[config.mk]
export PLATFORM = sky130hd
export DESIGN_NAME = hvdetect
export DESIGN_NICKNAME = d
export VERILOG_FILES = /design/src/rtl/hvdetect.sv
export SDC_FILE = /design/constraint.sdc
export NUM_CORES = 1
export LEC_CHECK = 0
export BUFFER_PORTS_ARGS = -buffer_cell sky130_fd_sc_hd__buf_4
export CAP_MARGIN = 20
export CORE_MARGIN = 5
export CORE_UTILIZATION = 44
export DETAILED_ROUTE_END_ITERATION = 10
export GPL_ROUTABILITY_DRIVEN = 0
export SLEW_MARGIN = 25
export SYNTH_ARGS = -nofsm -noshare
export SYNTH_HDL_FRONTEND = slang
export SYNTH_SLANG_ARGS = --single-unit
[constraint.sdc]
create_clock -name MCLK -period 2.84 [get_ports MCLK]
set_input_delay 0.426 -clock MCLK [delete_from_list [all_inputs] [get_ports MCLK]]
set_output_delay 0.426 -clock MCLK [all_outputs]
set_load 0.01 [all_outputs]
[src/rtl/hvdetect.sv]
// hvdetect: video timing receiver.
// Recovers pixel coordinates, measures line/frame geometry, reports lock.
module hvdetect (
  input  logic       MCLK,
  input  logic       RESET_N,
  input  logic       PCLK_EN,
  input  logic       HBLK,
  input  logic       VBLK,
  input  logic [7:0] iRGB,
  output logic [7:0] oRGB,
  output logic       DE,
  output logic [8:0] HPOS,
  output logic [8:0] VPOS,
  output logic [8:0] HTOTAL,
  output logic [8:0] HACTIVE,
  output logic [8:0] VTOTAL,
  output logic [8:0] VACTIVE,
  output logic       LOCKED
);

  logic       hb_d;
  logic       vb_d;
  logic [8:0] hcnt;
  logic [8:0] vcnt;
  logic [8:0] h_tot;
  logic [8:0] h_act;
  logic [8:0] v_act;
  logic [9:0] wdog;
  logic       frame_pend;
  logic       full_frame;
  logic       pub_ok;

  logic       h_fall;
  logic       h_rise;
  logic       v_fall;
  logic       v_rise;
  logic       f_start;
  logic       wd_exp;
  logic       blank;
  logic       same;
  logic       nonzero;
  logic [8:0] hcnt_inc;
  logic [8:0] vcnt_inc;
  logic [8:0] hcnt_nx;
  logic [8:0] vcnt_nx;
  logic [8:0] h_tot_nx;
  logic [8:0] v_act_nx;
  logic [9:0] wdog_nx;

  assign h_fall = hb_d & ~HBLK;
  assign h_rise = ~hb_d & HBLK;
  assign v_fall = vb_d & ~VBLK;
  assign v_rise = ~vb_d & VBLK;
  assign blank  = HBLK | VBLK;

  assign hcnt_inc = (&hcnt) ? hcnt : hcnt + 9'd1;
  assign vcnt_inc = (&vcnt) ? vcnt : vcnt + 9'd1;

  // A VBLK fall in the same sample arms the frame start immediately.
  assign f_start = h_fall & (frame_pend | v_fall);

  assign hcnt_nx  = h_fall ? 9'd0 : hcnt_inc;
  assign vcnt_nx  = f_start ? 9'd0
                  : h_fall ? vcnt_inc
                  : vcnt;
  assign h_tot_nx = h_fall ? hcnt_inc : h_tot;
  assign v_act_nx = v_rise ? vcnt_inc : v_act;

  assign wdog_nx = h_fall ? 10'd0
                 : (&wdog) ? wdog
                 : wdog + 10'd1;
  assign wd_exp  = ~h_fall & (wdog == 10'd1022);

  assign same = ({h_tot_nx, h_act, vcnt_inc, v_act_nx}
              == {HTOTAL, HACTIVE, VTOTAL, VACTIVE});
  assign nonzero = (|h_tot_nx) & (|h_act)
                 & (|vcnt_inc) & (|v_act_nx);

  always_ff @(posedge MCLK or negedge RESET_N) begin
    if (!RESET_N) begin
      hb_d  <= 1'b0;
      vb_d  <= 1'b0;
      hcnt  <= '0;
      vcnt  <= '0;
      h_tot <= '0;
      h_act <= '0;
      v_act <= '0;
      wdog  <= '0;
    end else if (PCLK_EN) begin
      hb_d  <= HBLK;
      vb_d  <= VBLK;
      hcnt  <= hcnt_nx;
      vcnt  <= vcnt_nx;
      h_tot <= h_tot_nx;
      v_act <= v_act_nx;
      wdog  <= wdog_nx;
      if (h_rise) begin
        h_act <= hcnt_inc;
      end
    end
  end

  always_ff @(posedge MCLK or negedge RESET_N) begin
    if (!RESET_N) begin
      oRGB <= '0;
      DE   <= 1'b0;
      HPOS <= '0;
      VPOS <= '0;
    end else if (PCLK_EN) begin
      oRGB <= blank ? 8'h00 : iRGB;
      DE   <= ~blank;
      HPOS <= hcnt_nx;
      VPOS <= vcnt_nx;
    end
  end

  // A frame only counts once it began at a real frame start.
  always_ff @(posedge MCLK or negedge RESET_N) begin
    if (!RESET_N) begin
      frame_pend <= 1'b0;
      full_frame <= 1'b0;
      pub_ok     <= 1'b0;
      HTOTAL     <= '0;
      HACTIVE    <= '0;
      VTOTAL     <= '0;
      VACTIVE    <= '0;
      LOCKED     <= 1'b0;
    end else if (PCLK_EN) begin
      if (v_fall) begin
        frame_pend <= 1'b1;
      end
      if (f_start) begin
        frame_pend <= 1'b0;
        full_frame <= 1'b1;
        pub_ok     <= full_frame;
        HTOTAL     <= h_tot_nx;
        HACTIVE    <= h_act;
        VTOTAL     <= vcnt_inc;
        VACTIVE    <= v_act_nx;
        LOCKED     <= full_frame & pub_ok
                    & same & nonzero;
      end else if (wd_exp) begin
        frame_pend <= 1'b0;
        full_frame <= 1'b0;
        LOCKED     <= 1'b0;
      end
    end
  end

endmodule
# Yosys cells after proc, flatten, opt, wreduce, memory -nomap -nowiden
# Cells that the tools add are included.
# Widths: inputs -> output; s select.
# totals
register_bits	106
out_inout_bits	64
elab_cells	76
# classes
n_addsub	3
eq_ne	3
mux	16
bitwise	20
n_reduce_logical	16
# op_table
cell	n
$mux 9	7
$eq 36x36->1	1
$reduce_or 9->1	4
$mux 10	2
$add 9x1->9 const B	2
$reduce_and 9->1	2
$and 1x1->1	12
$reduce_and 2->1	6
$add 10x1->10 const B	1
$eq 10x10->1 const B	1
$reduce_and 10->1	1
$mux 8	1
$mux 1	6
$not 1->1	6
$reduce_bool 2->1	2
$reduce_bool 3->1	1
$ne 2x2->1 const B	1
$or 1x1->1	2

# Logic depth before layout (Yosys ltp)
# Gate-level depths: netlist of run 1.
# depth
ltp_word	9
depth_mapped	11
depth_no_buf	9

# Least setup slack after synthesis of run 1
# No wires, ideal clock.
# synth_path
kind	register to register
start	register, netlist name HPOS[0]
end	register LOCKED
arrival_time_ns	2.437
t_required_ns	2.774
slack_ns	0.338
path_stages_with_launch	10
n_path_buf	0
synth_period_minus_slack_ns	2.502
cell_sequence	dfrtp_1 ha_1 nand3_2 nor3_4 mux2i_1 a211oi_1 nor4_1 o2111ai_1 nor4b_2 a31o_1
# synth_lines
item	line_no	text
end signal, assigned	140	LOCKED <= full_frame & pub_ok
end, declared	18	output logic LOCKED

==> results of run 1 <==
[cell type report]
class / count / area [sq um] / share of cell area (%)
Clock buffer: 11 / 242.7 / 3.603
Clock inverter: 5 / 53.80 / 0.7985
Inverter: 13 / 48.80 / 0.7242
Multi-Input combinational cell: 431 / 2731 / 40.54
Sequential cell: 106 / 2653 / 39.37
Tap cell: 172 / 215.2 / 3.194
Timing Repair Buffer: 104 / 793.3 / 11.77
[where the power goes]
group / internal (W) / total (W) / switching [W]
logic: 0.000654 / 0.00138 / 0.000730
clock network: 0.000706 / 0.00128 / 0.000578
registers: 0.00176 / 0.00203 / 0.000277
total: 0.00312 / 0.00470 / 0.00159
[final timing paths]
path / start / endpoint / slack, ns
min in group MCLK: iRGB[6] / oRGB[6]$_DFFE_PN0P_ / 0.28
max in group asynchronous: RESET_N / HTOTAL[0]$_DFFE_PN0P_ / 2.04
setup reg to reg: HPOS[1]$_DFFE_PN0P_ / LOCKED$_DFFE_PN0P_ / 0.19
hold / removal: RESET_N / VPOS[3]$_DFFE_PN0P_ / 0.1
setup / recovery: HPOS[1]$_DFFE_PN0P_ / LOCKED$_DFFE_PN0P_ / 0.19
hold reg to reg: h_tot[3]$_DFFE_PN0P_ / h_tot[3]$_DFFE_PN0P_ / 0.48
[per-stage QoR]
step | std cells | util [%] | cell area, sq um | hold slack, ns
6_report | 842 | 53.83 | 6738 | 0.09594
5_1_grt | 842 | 53.83 | 6738 | 0.1564
4_1_cts | 842 | 53.83 | 6738 | 0.1378
3_5_place_dp | 826 | 51.46 | 6441 | 0.4739
3_3_place_gp | 826 | 51.46 | 6441 | 0.4646
2_1_floorplan | 584 | - | 5585 | 0.1304
[per-layer routing]
layer  vias up  track usage [%]
met2       183            33.79
li1       2265                -
met1      2271            30.60
met5         -                0
met3        29            4.424
met4         0            8.258
[worst max-delay path: cells and delay by family (launching register included)]
kind / cells / cell delay (ns)
compound gates: 3 / 0.49
fa+ha+maj: 1 / 0.30
flops: 1 / 0.35
mux: 1 / 0.35
simple gates: 4 / 1.10
[logic make-up after synthesis]
| logic type | synth area share [%] |
|---|---|
| adders and majority gates | 0.8961 |
| AOI/OAI and AO/OA | 18.48 |
| and+or+nand+nor | 17.90 |
| muxes | 5.309 |
| xor gates and xnor gates | 6.116 |
| buffers and inverters | 3.808 |
| DFF | 47.49 |
[placed cells by master (no fill, tap or decap), drive strengths merged, types with 13 or more instances in the layout]
cell	n
nor2	35
mux2	21
inv	13
nand3	19
o21ai	63
buf	104
a21oi	28
nand2	87
xor2	19
xnor2	20
dfrtp	106
==> flow_summary.yaml, run 1 <==
worst_setup_path:
  crit_path_cell_trace: "ha_1 > nand3_2 > nor3_4 > mux2i_1 > a211oi_1 > nor4_1 > o2111ai_1 > nor4b_2 > a31o_1"
  critical_path.max_fanout: 8
  end_kind: "flip-flop"
  timing.reg2reg.worst_path_depth: 9
  cpMaxStageDelayCell: "sky130_fd_sc_hd__nor3_4"
  critical_path.max_stage_delay_ns: 0.36
  worst_setup_path_start_kind: "flip-flop"
  crit_arrival_ns: 2.95
  crit_path_required_time_ns: 3.13
  path_class: "reg2reg"
yosys:
  yosysWarnings: 0
  synth.largest_area_cell: "sky130_fd_sc_hd__dfrtp_1"
  synth-edff-count: 0
  postSynthRegisterBits: 106
  synthTopCellsByArea: "sky130_fd_sc_hd__dfrtp_1, sky130_fd_sc_hd__nand2_1, sky130_fd_sc_hd__o21ai_0, sky130_fd_sc_hd__mux2_2, sky130_fd_sc_hd__xnor2_1"
  post_syn_instances: 584
  synthesis.nets: 601
  yosysMostFrequentCell: "sky130_fd_sc_hd__dfrtp_1"
  ys.flop_type: "sky130_fd_sc_hd__dfrtp_1"
  synth.avg_cell_area_sq_um: 9.564
  synthDominantCellAreaShare_pct: 47.49
  synth_seq_area_share_pct: 47.49
  ys_async_sr_fraction_pct: 100.0
  synth_commonest_cells: "sky130_fd_sc_hd__dfrtp_1, sky130_fd_sc_hd__nand2_1, sky130_fd_sc_hd__o21ai_0, sky130_fd_sc_hd__nor2_1, sky130_fd_sc_hd__a21oi_1"
  synthDistinctLibCells: 69
  mappedNetlistArea_sq_um: 5585
timing:
  grt_setup_unrepaired: "no"
  tns_ns: 0
  setup_ws_ns: 0.1865
  slew-limit-headroom_pct: 44.27
  skew_ns: 0.006435
  max_slew.worst_pin.slew_ns: 0.8296
  timing_max_transition_violations_final: 0
  report.final.setup_viol: 0
  timing.final.crit_period_ns: 2.654
  timing.final.hold_violations: 0
  finalCritPeriodShare_pct: 93.43
  maximum_clock_frequency_ghz: 0.3769
final_layout:
  flow.area_growth_from_synthesis_pct: 20.63
  layout.filler_cells: 1164
  largest_register: "wdog"
  layout_cells_sized_above_1_pct: 23.28
  largest_register_ffs: 10
  antenna-diode-count: 0
  final_net_count: 682
clock_network:
  number_of_buffers_inserted_during_clock_tree_synthesis: 9
  clock_tree.root_cell: "sky130_fd_sc_hd__clkbuf_16"
  post_cts_sizing: 0
  clkLatencyLatePin_ns: 0.36
  clock_sinks: 106
  postCtsHoldBufs: 0
  count_of_h_tree_levels_built_during_cts: 3
  clockBufferDepth: 2
  tritoncts_clock_tree: "built"
  clkTransAtPathRegs_ns: 0.07
  cts_setup_buffers: 0
job:
  max_cap_viol_count: 0
detailed_routing:
  drt_pre_antenna_iters: 5
  drt-total-wl_mm: 15.81
  antenna_left: 0
  drt-initial-drc-count: 548
  routed-wl-met2_mm: 7.173
  vias: 4748
  wl_met1_mm: 7.206
  drc: 0
  wl_met3_mm: 1.044
  topRoutingLayerUsed: "met4"
  post_drt_wl_per_cell_um: 18.77
  vias_per_cell: 5.639
floorplanning:
  initial_core_util_pct: 44.62
  row_count: 41
  ios: 77
  floorplan.die.height_um: 122.7
  fp.dieArea_sq_um: 15050
  die-width_um: 122.7
  core-area_sq_um: 12520
pwr:
  report.power.total_w: 0.004702
  power_density_nw_per_um2: 697.9
  power.ir.vdd_worst_v: 0.0002817
  leakage_nw: 3.079
global_route:
  grt.total_usage_pct: 21.94
  first_global_vias: 4603
  grt_antenna_before_repair: 0
  grt-ovfl-total: 0
  pin_count_of_the_biggest_net_entering_global_routing: 60
  grt_first_pass_wirelength_mm: 25.21
outcome:
  run_status: "complete, no violations"
worst_hold_path:
  class_of_the_tightest_hold_or_removal_check: "in2async"
placement:
  hpwl_mm: 11.70
  place_worst_setup_slack_ns: 0.2158
  io_buffer_count: 76
Note: power is estimated with default switching activity, not from simulation.
==> inputs of run 2 (changes only) <==
--- a/config.mk
+++ b/config.mk
@@ -5,12 +5,14 @@
 export SDC_FILE = /design/constraint.sdc
 export NUM_CORES = 1
 export LEC_CHECK = 0
+export ABC_AREA = 1
 export BUFFER_PORTS_ARGS = -buffer_cell sky130_fd_sc_hd__buf_4
 export CAP_MARGIN = 20
 export CORE_MARGIN = 5
 export CORE_UTILIZATION = 44
 export DETAILED_ROUTE_END_ITERATION = 10
 export GPL_ROUTABILITY_DRIVEN = 0
+export PLACE_DENSITY = 0.61
 export SLEW_MARGIN = 25
 export SYNTH_ARGS = -nofsm -noshare
 export SYNTH_HDL_FRONTEND = slang
==> run 2 against run 1 <==
  * Critical path depth grew 5
  * Highest routed layer unchanged
  * Worst hold slack better by 0.029 ns
  * Synthesized cell count up 26%
  * Critical endpoint unchanged
  * Largest power group unchanged
  * Sequential share of layout area rose by 0.088 points
==> flow_summary.yaml, run 2 <==
yosys:
  yosysWarnings: 0
  ys.flop_type: "sky130_fd_sc_hd__dfrtp_1"
  synth_fa_ha_area_share_pct: 0.8859
  synth-edff-count: 0
  post_synth_mux_area_share_pct: 0
  synthXorXnorAreaFrac_pct: 1.860
  synthDistinctLibCells: 39
  synth_top_family_by_area: "simple AND/OR/NAND/NOR gates"
  synth_compound_gate_area_share_pct: 12.31
  synthDominantCellAreaShare_pct: 46.95
  synth_simple_gate_area_share_pct: 29.75
  synth_commonest_cells: "sky130_fd_sc_hd__nand2_1, sky130_fd_sc_hd__dfrtp_1, sky130_fd_sc_hd__inv_1, sky130_fd_sc_hd__o21ai_0, sky130_fd_sc_hd__nor2_1"
  synthesis.nets: 753
  mappedNetlistArea_sq_um: 5649
  yosysMostFrequentCell: "sky130_fd_sc_hd__nand2_1"
  ys_async_sr_fraction_pct: 100.0
  synth.avg_cell_area_sq_um: 7.675
  post_syn_instances: 736
  synth.largest_area_cell: "sky130_fd_sc_hd__dfrtp_1"
  synth_seq_area_share_pct: 46.95
  synthTopCellsByArea: "sky130_fd_sc_hd__dfrtp_1, sky130_fd_sc_hd__nand2_1, sky130_fd_sc_hd__o21ai_0, sky130_fd_sc_hd__inv_1, sky130_fd_sc_hd__nand3_1"
  postSynthRegisterBits: 106
timing:
  slew-limit-headroom_pct: 50.78
  max_slew.worst_pin.slew_ns: 0.7383
  finalCritPeriodShare_pct: 78.86
  report.final.setup_viol: 0
  tns_ns: 0
  grt_setup_unrepaired: "no"
  timing.final.crit_period_ns: 2.240
  maximum_clock_frequency_ghz: 0.4465
  timing_max_transition_violations_final: 0
  skew_ns: 0.003565
  timing.final.hold_violations: 0
clock_network:
  clockBufferDepth: 2
  clkLatencyLatePin_ns: 0.35
  cts_setup_buffers: 0
  number_of_buffers_inserted_during_clock_tree_synthesis: 9
  post_cts_sizing: 0
  clkTransAtPathRegs_ns: 0.07
  clock_sinks: 106
  count_of_h_tree_levels_built_during_cts: 3
  tritoncts_clock_tree: "built"
  clock_tree.root_cell: "sky130_fd_sc_hd__clkbuf_16"
  postCtsHoldBufs: 0
final_layout:
  most-common-layout-cells: "sky130_fd_sc_hd__nand2_1, sky130_fd_sc_hd__dfrtp_1, sky130_fd_sc_hd__inv_1, sky130_fd_sc_hd__buf_4, sky130_fd_sc_hd__o21ai_0"
  layout.cells.most_common: "sky130_fd_sc_hd__nand2_1"
  antenna-diode-count: 0
  largest_register: "wdog"
  final_net_count: 834
  largest_register_ffs: 10
  layout_cells_sized_above_1_pct: 16.81
  layout.filler_cells: 1226
  flow.area_growth_from_synthesis_pct: 19.00
detailed_routing:
  post_drt_wl_per_cell_um: 14.51
  drc: 0
  vias: 5020
  drt_pre_antenna_iters: 5
  drt-initial-drc-count: 307
  antenna_left: 0
  vias_per_cell: 5.055
  drt-total-wl_mm: 14.41
global_route:
  grt_antenna_before_repair: 0
  grt.total_usage_pct: 20.18
  pin_count_of_the_biggest_net_entering_global_routing: 56
  grt-ovfl-total: 0
  first_global_vias: 4751
  grt_first_pass_wirelength_mm: 23.85
floorplanning:
  core-area_sq_um: 12620
  row_count: 41
  initial_core_util_pct: 44.77
  die-width_um: 123.3
  floorplan.die.height_um: 123.3
  ios: 77
  fp.dieArea_sq_um: 15210
worst_setup_path:
  timing.reg2reg.worst_path_depth: 14
  crit_arrival_ns: 2.53
  end_kind: "flip-flop"
  critical_path.max_fanout: 8
  cpMaxStageDelayCell: "sky130_fd_sc_hd__dfrtp_1"
  crit_path_required_time_ns: 3.13
  path_class: "reg2reg"
  worst_setup_path_start_kind: "flip-flop"
  crit_path_cell_trace: "ha_1 > nand2_2 > nor2_4 > nand3_2 > buf_4 > nand2_2 > nand2_1 > nand2_1 > nand3_1 > nor2_1 > nand3_1 > nor2_1 > nand3_1 > nand2_1"
  r2r_setup_slk_ns: 0.60
  critical_path.max_stage_delay_ns: 0.44
outcome:
  run_status: "complete, no violations"
placement:
  hpwl_mm: 10.70
  io_buffer_count: 76
pwr:
  combinationalPowerShare_pct: 35.6
  power_density_nw_per_um2: 766.5
  leakage_nw: 3.449
  p_sw_w: 0.001911
  share_clk_of_total_power_pct: 22.0
  power_report.internal_total_w: 0.003241
  report.power.total_w: 0.005153
  seq_power_share_pct: 42.4
  power.ir.vdd_worst_v: 0.0005405
  netSwitchingFraction_pct: 37.10
worst_hold_path:
  class_of_the_tightest_hold_or_removal_check: "in2async"
job:
  max_cap_viol_count: 0
[run 2: cell count changes after synthesis, moves of 9 or more]
cell and delta:
sky130_fd_sc_hd__nand3_1 +34, sky130_fd_sc_hd__a22o_1 -9, sky130_fd_sc_hd__o22ai_1 +17, sky130_fd_sc_hd__o21ai_0 +11, sky130_fd_sc_hd__a21oi_1 -18, sky130_fd_sc_hd__xnor2_1 -14
sky130_fd_sc_hd__mux2_2 -21, sky130_fd_sc_hd__xor2_1 -13, sky130_fd_sc_hd__nand2_1 +139, sky130_fd_sc_hd__nor2_1 +17, sky130_fd_sc_hd__inv_1 +80
[run 2: critical path, delay by kind of cell, from the launching register on]
family                   cells  cell delay (ns)
adder cells (fa/ha/maj)      1             0.23
AND/OR/NAND/NOR             12             1.26
flip-flops                   1             0.44
buffers and inverters        1             0.24
[run 2: final cells by class]
class                      instances  area [sq um]  area share (%)
clock inverter                     4         20.02          0.2978
timing repair buffer              90         700.7           10.42
inverter                          98         370.4           5.509
multi-input combinational        512          2531           37.65
sequential                       106          2653           39.46
tap                              172         215.2           3.201
clock buffer                      11         232.7           3.462
[run 2: path summary, 6_finish.rpt]
path | start | to
max in group asynchronous | RESET_N | VACTIVE[2]$_DFFE_PN0P_
min reg2reg | wdog[3]$_DFFE_PN0P_ | wdog[3]$_DFFE_PN0P_
max | VPOS[0]$_DFFE_PN0P_ | LOCKED$_DFFE_PN0P_
min in group MCLK | HBLK | hb_d$_DFFE_PN0P_
max reg2reg | VPOS[0]$_DFFE_PN0P_ | LOCKED$_DFFE_PN0P_
min | RESET_N | HACTIVE[0]$_DFFE_PN0P_
[run 2: cells by family (layout without fill, tap and decap cells)]
kind of cell | after synthesis | in the layout
flip-flops | 106 | 106
buffers and inverters | 118 | 203
AND/OR/NAND/NOR | 375 | 375
adder cells (fa/ha/maj) | 4 | 4
AO/OA/AOI/OAI | 121 | 121
XOR/XNOR | 12 | 12
[run 2: stage by stage]
| step | worst slack [ns] | hold slack, ns | cell area [sq um] | util [%] | instances |
|---|---|---|---|---|---|
| floorplan | 0.9736 | 0.1304 | 5649 | - | 736 |
| global placement | 0.5185 | 0.4600 | 6470 | 51.27 | 978 |
| detailed placement | 0.4409 | 0.4686 | 6470 | 51.27 | 978 |
| CTS | 0.5851 | 0.1578 | 6723 | 53.27 | 993 |
| global route | 0.3694 | 0.1911 | 6723 | 53.27 | 993 |
| finish | 0.6004 | 0.1245 | 6723 | 53.27 | 993 |
[run 2: routing by layer]
metal	wire length, um	up-vias	GRT usage, %
met4	183	0	4.567
li1	-	2544	-
met5	0	-	0
met2	6399	131	30.89
met1	6897	2328	28.53
met3	927	17	5.810
[run 2: power groups by stage]
| stage | Combinational (W) | Clock (W) | Sequential (W) |
|---|---|---|---|
| final | 0.00183 | 0.00113 | 0.00219 |
| after global routing | 0.00208 | 0.00122 | 0.00224 |
| after CTS | 0.00186 | 0.00116 | 0.00219 |
| after detailed placement | 0.00185 | 0 | 0.00221 |
| after global placement | 0.00182 | 0 | 0.00220 |
| after floorplan | 0.00104 | 0 | 0.00224 |
